==> config.mk <==
export PLATFORM = sky130hd
export DESIGN_NAME = lut_sweep_eval
export DESIGN_NICKNAME = d
export VERILOG_FILES = /design/src/rtl/lut_sweep_eval.sv
export SDC_FILE = /design/constraint.sdc
export NUM_CORES = 1
export LEC_CHECK = 0
export ABC_CLOCK_PERIOD_IN_PS = 2400
export CAP_MARGIN = 20
export CORE_MARGIN = 2
export CORE_UTILIZATION = 41
export DETAILED_ROUTE_END_ITERATION = 10
export PLACE_DENSITY = 0.77
export SLEW_MARGIN = 20
export SYNTH_ARGS = -nofsm -noshare
export SYNTH_HDL_FRONTEND = slang
export SYNTH_SLANG_ARGS = --single-unit
==> constraint.sdc <==
create_clock -name clk -period 2.4 [get_ports clk]
set_input_delay 0.24 -clock clk [delete_from_list [all_inputs] [get_ports clk]]
set_output_delay 0.24 -clock clk [all_outputs]
set_load 0.02 [all_outputs]
==> src/rtl/lut_sweep_eval.sv <==
// lut_sweep_eval: loadable N-input truth table with two run modes.
//   EVAL  : one registered beat f(x) for a captured operand x.
//   SWEEP : 2**N beats streaming (x, f(x)) for x = 0 .. 2**N-1, counting ones.
// Ports:
//   clk, rst_n            clock, async active-low reset
//   tt_we, tt_wdata       truth-table write (accepted only while idle)
//   x, eval_req           single-evaluation operand and request
//   start                 full-sweep request (wins over eval_req)
//   out_valid/out_ready   result beat handshake; out_x, out_y, out_last payload
//   busy                  operation in progress
//   ones_cnt              ones seen in the last completed sweep
//   done                  one-cycle pulse after the final sweep handshake
module lut_sweep_eval #(
  parameter int unsigned               N       = 4,
  parameter logic [(2**N)-1:0]         INIT_TT = '0
) (
  input  logic               clk,
  input  logic               rst_n,
  input  logic               tt_we,
  input  logic [(2**N)-1:0]  tt_wdata,
  input  logic [N-1:0]       x,
  input  logic               eval_req,
  input  logic               start,
  output logic               out_valid,
  input  logic               out_ready,
  output logic [N-1:0]       out_x,
  output logic               out_y,
  output logic               out_last,
  output logic               busy,
  output logic [N:0]         ones_cnt,
  output logic               done
);

  localparam int unsigned DEPTH  = 2**N;
  localparam int unsigned CW     = N + 1;
  localparam logic [N-1:0] LAST_X = N'(DEPTH - 1);

  typedef enum logic [1:0] {
    IDLE  = 2'd0,
    EVAL  = 2'd1,
    SWEEP = 2'd2
  } state_e;

  state_e             state_q,     state_d;
  logic [DEPTH-1:0]   tt_q,        tt_d;
  logic               out_valid_q, out_valid_d;
  logic [N-1:0]       out_x_q,     out_x_d;
  logic               out_y_q,     out_y_d;
  logic               out_last_q,  out_last_d;
  logic               busy_q,      busy_d;
  logic [CW-1:0]      ones_cnt_q,  ones_cnt_d;
  logic               done_q,      done_d;
  logic [N-1:0]       idx_nxt;

  // State and output registers
  always_ff @(posedge clk or negedge rst_n) begin
    if (!rst_n) begin
      state_q     <= IDLE;
      tt_q        <= INIT_TT;
      out_valid_q <= 1'b0;
      out_x_q     <= '0;
      out_y_q     <= 1'b0;
      out_last_q  <= 1'b0;
      busy_q      <= 1'b0;
      ones_cnt_q  <= '0;
      done_q      <= 1'b0;
    end else begin
      state_q     <= state_d;
      tt_q        <= tt_d;
      out_valid_q <= out_valid_d;
      out_x_q     <= out_x_d;
      out_y_q     <= out_y_d;
      out_last_q  <= out_last_d;
      busy_q      <= busy_d;
      ones_cnt_q  <= ones_cnt_d;
      done_q      <= done_d;
    end
  end

  // Next-state and next-output logic
  always_comb begin
    state_d     = state_q;
    tt_d        = tt_q;
    out_valid_d = out_valid_q;
    out_x_d     = out_x_q;
    out_y_d     = out_y_q;
    out_last_d  = out_last_q;
    busy_d      = busy_q;
    ones_cnt_d  = ones_cnt_q;
    done_d      = 1'b0;
    idx_nxt     = out_x_q + N'(1);

    case (state_q)
      IDLE: begin
        // A same-cycle write is visible to the operation launched this edge.
        if (tt_we) begin
          tt_d = tt_wdata;
        end
        if (start) begin
          state_d     = SWEEP;
          out_valid_d = 1'b1;
          busy_d      = 1'b1;
          out_x_d     = '0;
          out_y_d     = tt_d[0];
          out_last_d  = 1'b0;
          ones_cnt_d  = '0;
        end else if (eval_req) begin
          state_d     = EVAL;
          out_valid_d = 1'b1;
          busy_d      = 1'b1;
          out_x_d     = x;
          out_y_d     = tt_d[x];
          out_last_d  = 1'b1;
        end
      end

      EVAL: begin
        if (out_ready) begin
          state_d     = IDLE;
          out_valid_d = 1'b0;
          busy_d      = 1'b0;
          out_x_d     = '0;
          out_y_d     = 1'b0;
          out_last_d  = 1'b0;
        end
      end

      SWEEP: begin
        if (out_ready) begin
          ones_cnt_d = ones_cnt_q + CW'(out_y_q);
          if (out_last_q) begin
            state_d     = IDLE;
            out_valid_d = 1'b0;
            busy_d      = 1'b0;
            out_x_d     = '0;
            out_y_d     = 1'b0;
            out_last_d  = 1'b0;
            done_d      = 1'b1;
          end else begin
            // out_x doubles as the sweep index.
            out_x_d    = idx_nxt;
            out_y_d    = tt_q[idx_nxt];
            out_last_d = (idx_nxt == LAST_X);
          end
        end
      end

      default: begin
        state_d = IDLE;
      end
    endcase
  end

  assign out_valid = out_valid_q;
  assign out_x     = out_x_q;
  assign out_y     = out_y_q;
  assign out_last  = out_last_q;
  assign busy      = busy_q;
  assign ones_cnt  = ones_cnt_q;
  assign done      = done_q;

endmodule

==> impl_metrics.env <==
export IMPL_status="completed"
export IMPL_insertion_delay_ns=0.28
export IMPL_synth_simple_gate_area_frac=0.1245
export IMPL_worstPathMaxFanout=5
export IMPL_start_util=0.4319
export IMPL_crit_path_top_delay_cell="mux4_1"
export IMPL_ios=40
export IMPL_critPathMaxStageDelay_ns=0.56
export IMPL_synth_cell_types=36
export IMPL_async_flop_share=1.000
export IMPL_critPathKind="register to register"
export IMPL_slew_headroom=0.7034
export IMPL_io_buffers=39
export IMPL_drt_wl_total_mm=4.128
export IMPL_post_cts_buffers=0
export IMPL_antenna_found_initial=0
export IMPL_dp_cells=273
export IMPL_cts_tree="yes"
export IMPL_grtUsageTotal=0.1683
export IMPL_min_delay_path_class="input port to asynchronous set/reset pin"
export IMPL_synthAdderAreaFrac=0.05215
export IMPL_fmax_mhz=493.1
export IMPL_start_kind="register"
export IMPL_htreeDepth=2
export IMPL_syn_area_per_cell_sq_um=10.60
export IMPL_dr_max_layer_used="met4"
export IMPL_p_per_area_mw_per_mm2=1073
export IMPL_ys_seq_area_frac=0.4042
export IMPL_vias=1563
export IMPL_p_leak_nw=1.071
export IMPL_synthTopCellsByArea="dfrtp_1, mux2_2, mux2i_1, ha_1, mux4_1"
export IMPL_fin_nets=262
export IMPL_clock_sinks=31
export IMPL_cts_resized=0
export IMPL_slew_viol_final=0
export IMPL_required_ns=2.56
export IMPL_critPathArrivalTime_ns=2.19
export IMPL_holdBufCountCts=0
export IMPL_grt_pass1_vias=1553
export IMPL_drc=0
export IMPL_cts_root_buf="clkbuf_8"
export IMPL_gr_total_overflow=0
export IMPL_grt_max_degree=32
export IMPL_gp_congestion=0.8688
export IMPL_die_w_microns=72.42
export IMPL_ys_flop_type="dfrtp_1"
export IMPL_synth_top_cell_by_area="dfrtp_1"
export IMPL_core_sq_mm=0.004444
export IMPL_synth_compound_area_frac=0.1069
export IMPL_syn2layout_area_growth_pct=27.97
export IMPL_grt_pass1_wl_mm=6.858
export IMPL_post_route_min_period_ns=2.028
export IMPL_synthCells=181
export IMPL_drt_pass1_iter_count=5
export IMPL_met3_length_microns=211
export IMPL_wl_met1_mm=1.829
export IMPL_cts_max_path_buffers=2
export IMPL_critical_path_top_delay_family="multiplexers"
export IMPL_netlist_area_sq_mm=0.001919
export IMPL_crit_buf_inv=0
export IMPL_muxShareOfSynthArea=0.2451
export IMPL_ir_drop_v=0.0005250
export IMPL_syn_num_nets=215
export IMPL_cts_made_buffers=5
export IMPL_final_hold_worst_slack_ns=0.3419
export IMPL_synth_edff_count=0
export IMPL_n_antenna_cell=0
export IMPL_vias_per_cell=5.602
export IMPL_setup_tns_final_ns=0
export IMPL_rsz0062_at_grt="false"
export IMPL_ys_ff_latch=31
export IMPL_tightest_slew_ns=0.4450
export IMPL_synth_xor_area_frac=0.02673
export IMPL_die_h_microns=72.42
export IMPL_drt_iter0_markers=64
export IMPL_wl_per_cell_microns=14.80
export IMPL_max_cap_violations=0
export IMPL_fin_cells=279
export IMPL_crit_path_end_kind="register"
export IMPL_die_area_sq_mm=0.005245
export IMPL_final_area_sq_mm=0.002456
export IMPL_hold_viol_final=0
export IMPL_ys_warn_count=0
export IMPL_drive_above_1_share=0.1586
export IMPL_synth_top_family_by_area="multiplexers"
export IMPL_placed_area_sq_mm=0.002384
export IMPL_ant_nets=0
export IMPL_rows=24
export IMPL_dp_hpwl_mm=3.193
export IMPL_clkTransAtPathRegs_ns=0.06
export IMPL_setup_viol=0
export IMPL_skew_ns=0.006894
export IMPL_yosys_area_top_type_share=0.4042
export IMPL_path_cells="ha_1, mux4_1, mux2_4, a211oi_2, a31oi_1"
export IMPL_dr_wl_met2_mm=2.020
export IMPL_min_period_over_period=0.8450
==> state kept, by name, summed over array words and instances, names as in the netlist <==
name and flops:
busy 1, done 1, state_q 2, out_x 4, tt_q 16, out_y 1, ones_cnt 5, out_last 1
==> layer usage <==
layer / vias to the layer above / global-route usage
met2: 48 / 0.2762
met5: - / 0
met4: 0 / 0.06790
met3: 13 / 0.04306
met1: 750 / 0.2124
li1: 752 / -
==> through the flow <==
stage | worst slack (ns) | total power [mW] | utilization
2_1_floorplan | 0.1317 | 1.830 | -
3_3_place_gp | 0.2952 | 2.240 | 0.5363
3_5_place_dp | 0.2485 | 2.278 | 0.5363
4_1_cts | 0.3558 | 2.654 | 0.5526
5_1_grt | 0.2711 | 2.821 | 0.5526
6_report | 0.3719 | 2.635 | 0.5526
==> where the power goes <==
part,internal (mW),total [mW],leakage [nW],switching (mW)
registers,0.745,0.929,0.384,0.184
clock network,0.193,0.369,0.0371,0.177
logic,0.705,1.34,0.650,0.631
==> cell usage in the layout, fill, tap and decap left out, types with 2 or more instances in the layout <==
cell type / instances
nand2_1: 15
o21ai_0: 13
nor2_1: 16
a31oi_1: 2
buf_4: 8
inv_1: 7
o31ai_1: 2
a22oi_1: 3
a211oi_1: 2
mux4_1: 3
xor2_1: 3
nor3b_1: 2
clkdlybuf4s50_1: 39
clkbuf_8: 5
nand4_1: 2
dfrtp_1: 31
nor2b_1: 3
ha_1: 8
nand2b_1: 2
nand3_1: 6
mux2_2: 19
mux2i_1: 14
a21oi_1: 9
==> synth_stat cells, types with 3 or more instances <==
master / n
nand3_1: 6
inv_1: 7
mux4_1: 3
nor2b_1: 3
mux2i_1: 14
nor2_1: 16
xor2_1: 3
ha_1: 8
mux2_2: 19
a22oi_1: 3
nand2_1: 15
dfrtp_1: 31
a21oi_1: 9
o21ai_0: 13
==> path summary, 6_finish.rpt <==
kind / slack [ns] / startpoint / end / cells after the start
worst min-delay path: 0.34 / rst_n / busy$_DFFE_PN0P_ / 2
worst max-delay path: 0.37 / out_x[1]$_DFFE_PN0P_ / out_y$_DFFE_PN0P_ / 5
worst min register to register: 0.53 / tt_q[12]$_DFFE_PN0N_ / tt_q[12]$_DFFE_PN0N_ / 1
min in group clk: 0.53 / tt_q[12]$_DFFE_PN0N_ / tt_q[12]$_DFFE_PN0N_ / 1
worst max register to register: 0.37 / out_x[1]$_DFFE_PN0P_ / out_y$_DFFE_PN0P_ / 5
max in group asynchronous: 1.76 / rst_n / tt_q[12]$_DFFE_PN0N_ / 2
==> area by class of cell <==
| class | count | area (sq um) |
|---|---|---|
| clock buffers | 6 | 72.57 |
| fillers | 395 | 1988 |
| well taps | 52 | 65.06 |
| inverters | 7 | 26.28 |
| flip-flops and latches | 31 | 775.7 |
| repair buffers | 47 | 450.4 |
| multi-input cells | 136 | 1066 |
==> kinds of logic after synthesis <==
family / after synthesis
simple gates: 51
mux: 38
compound gates: 34
flops: 31
buf+inv: 14
fa+ha+maj: 8
xor+xnor: 5
Note: power is estimated with default switching activity, not from simulation.
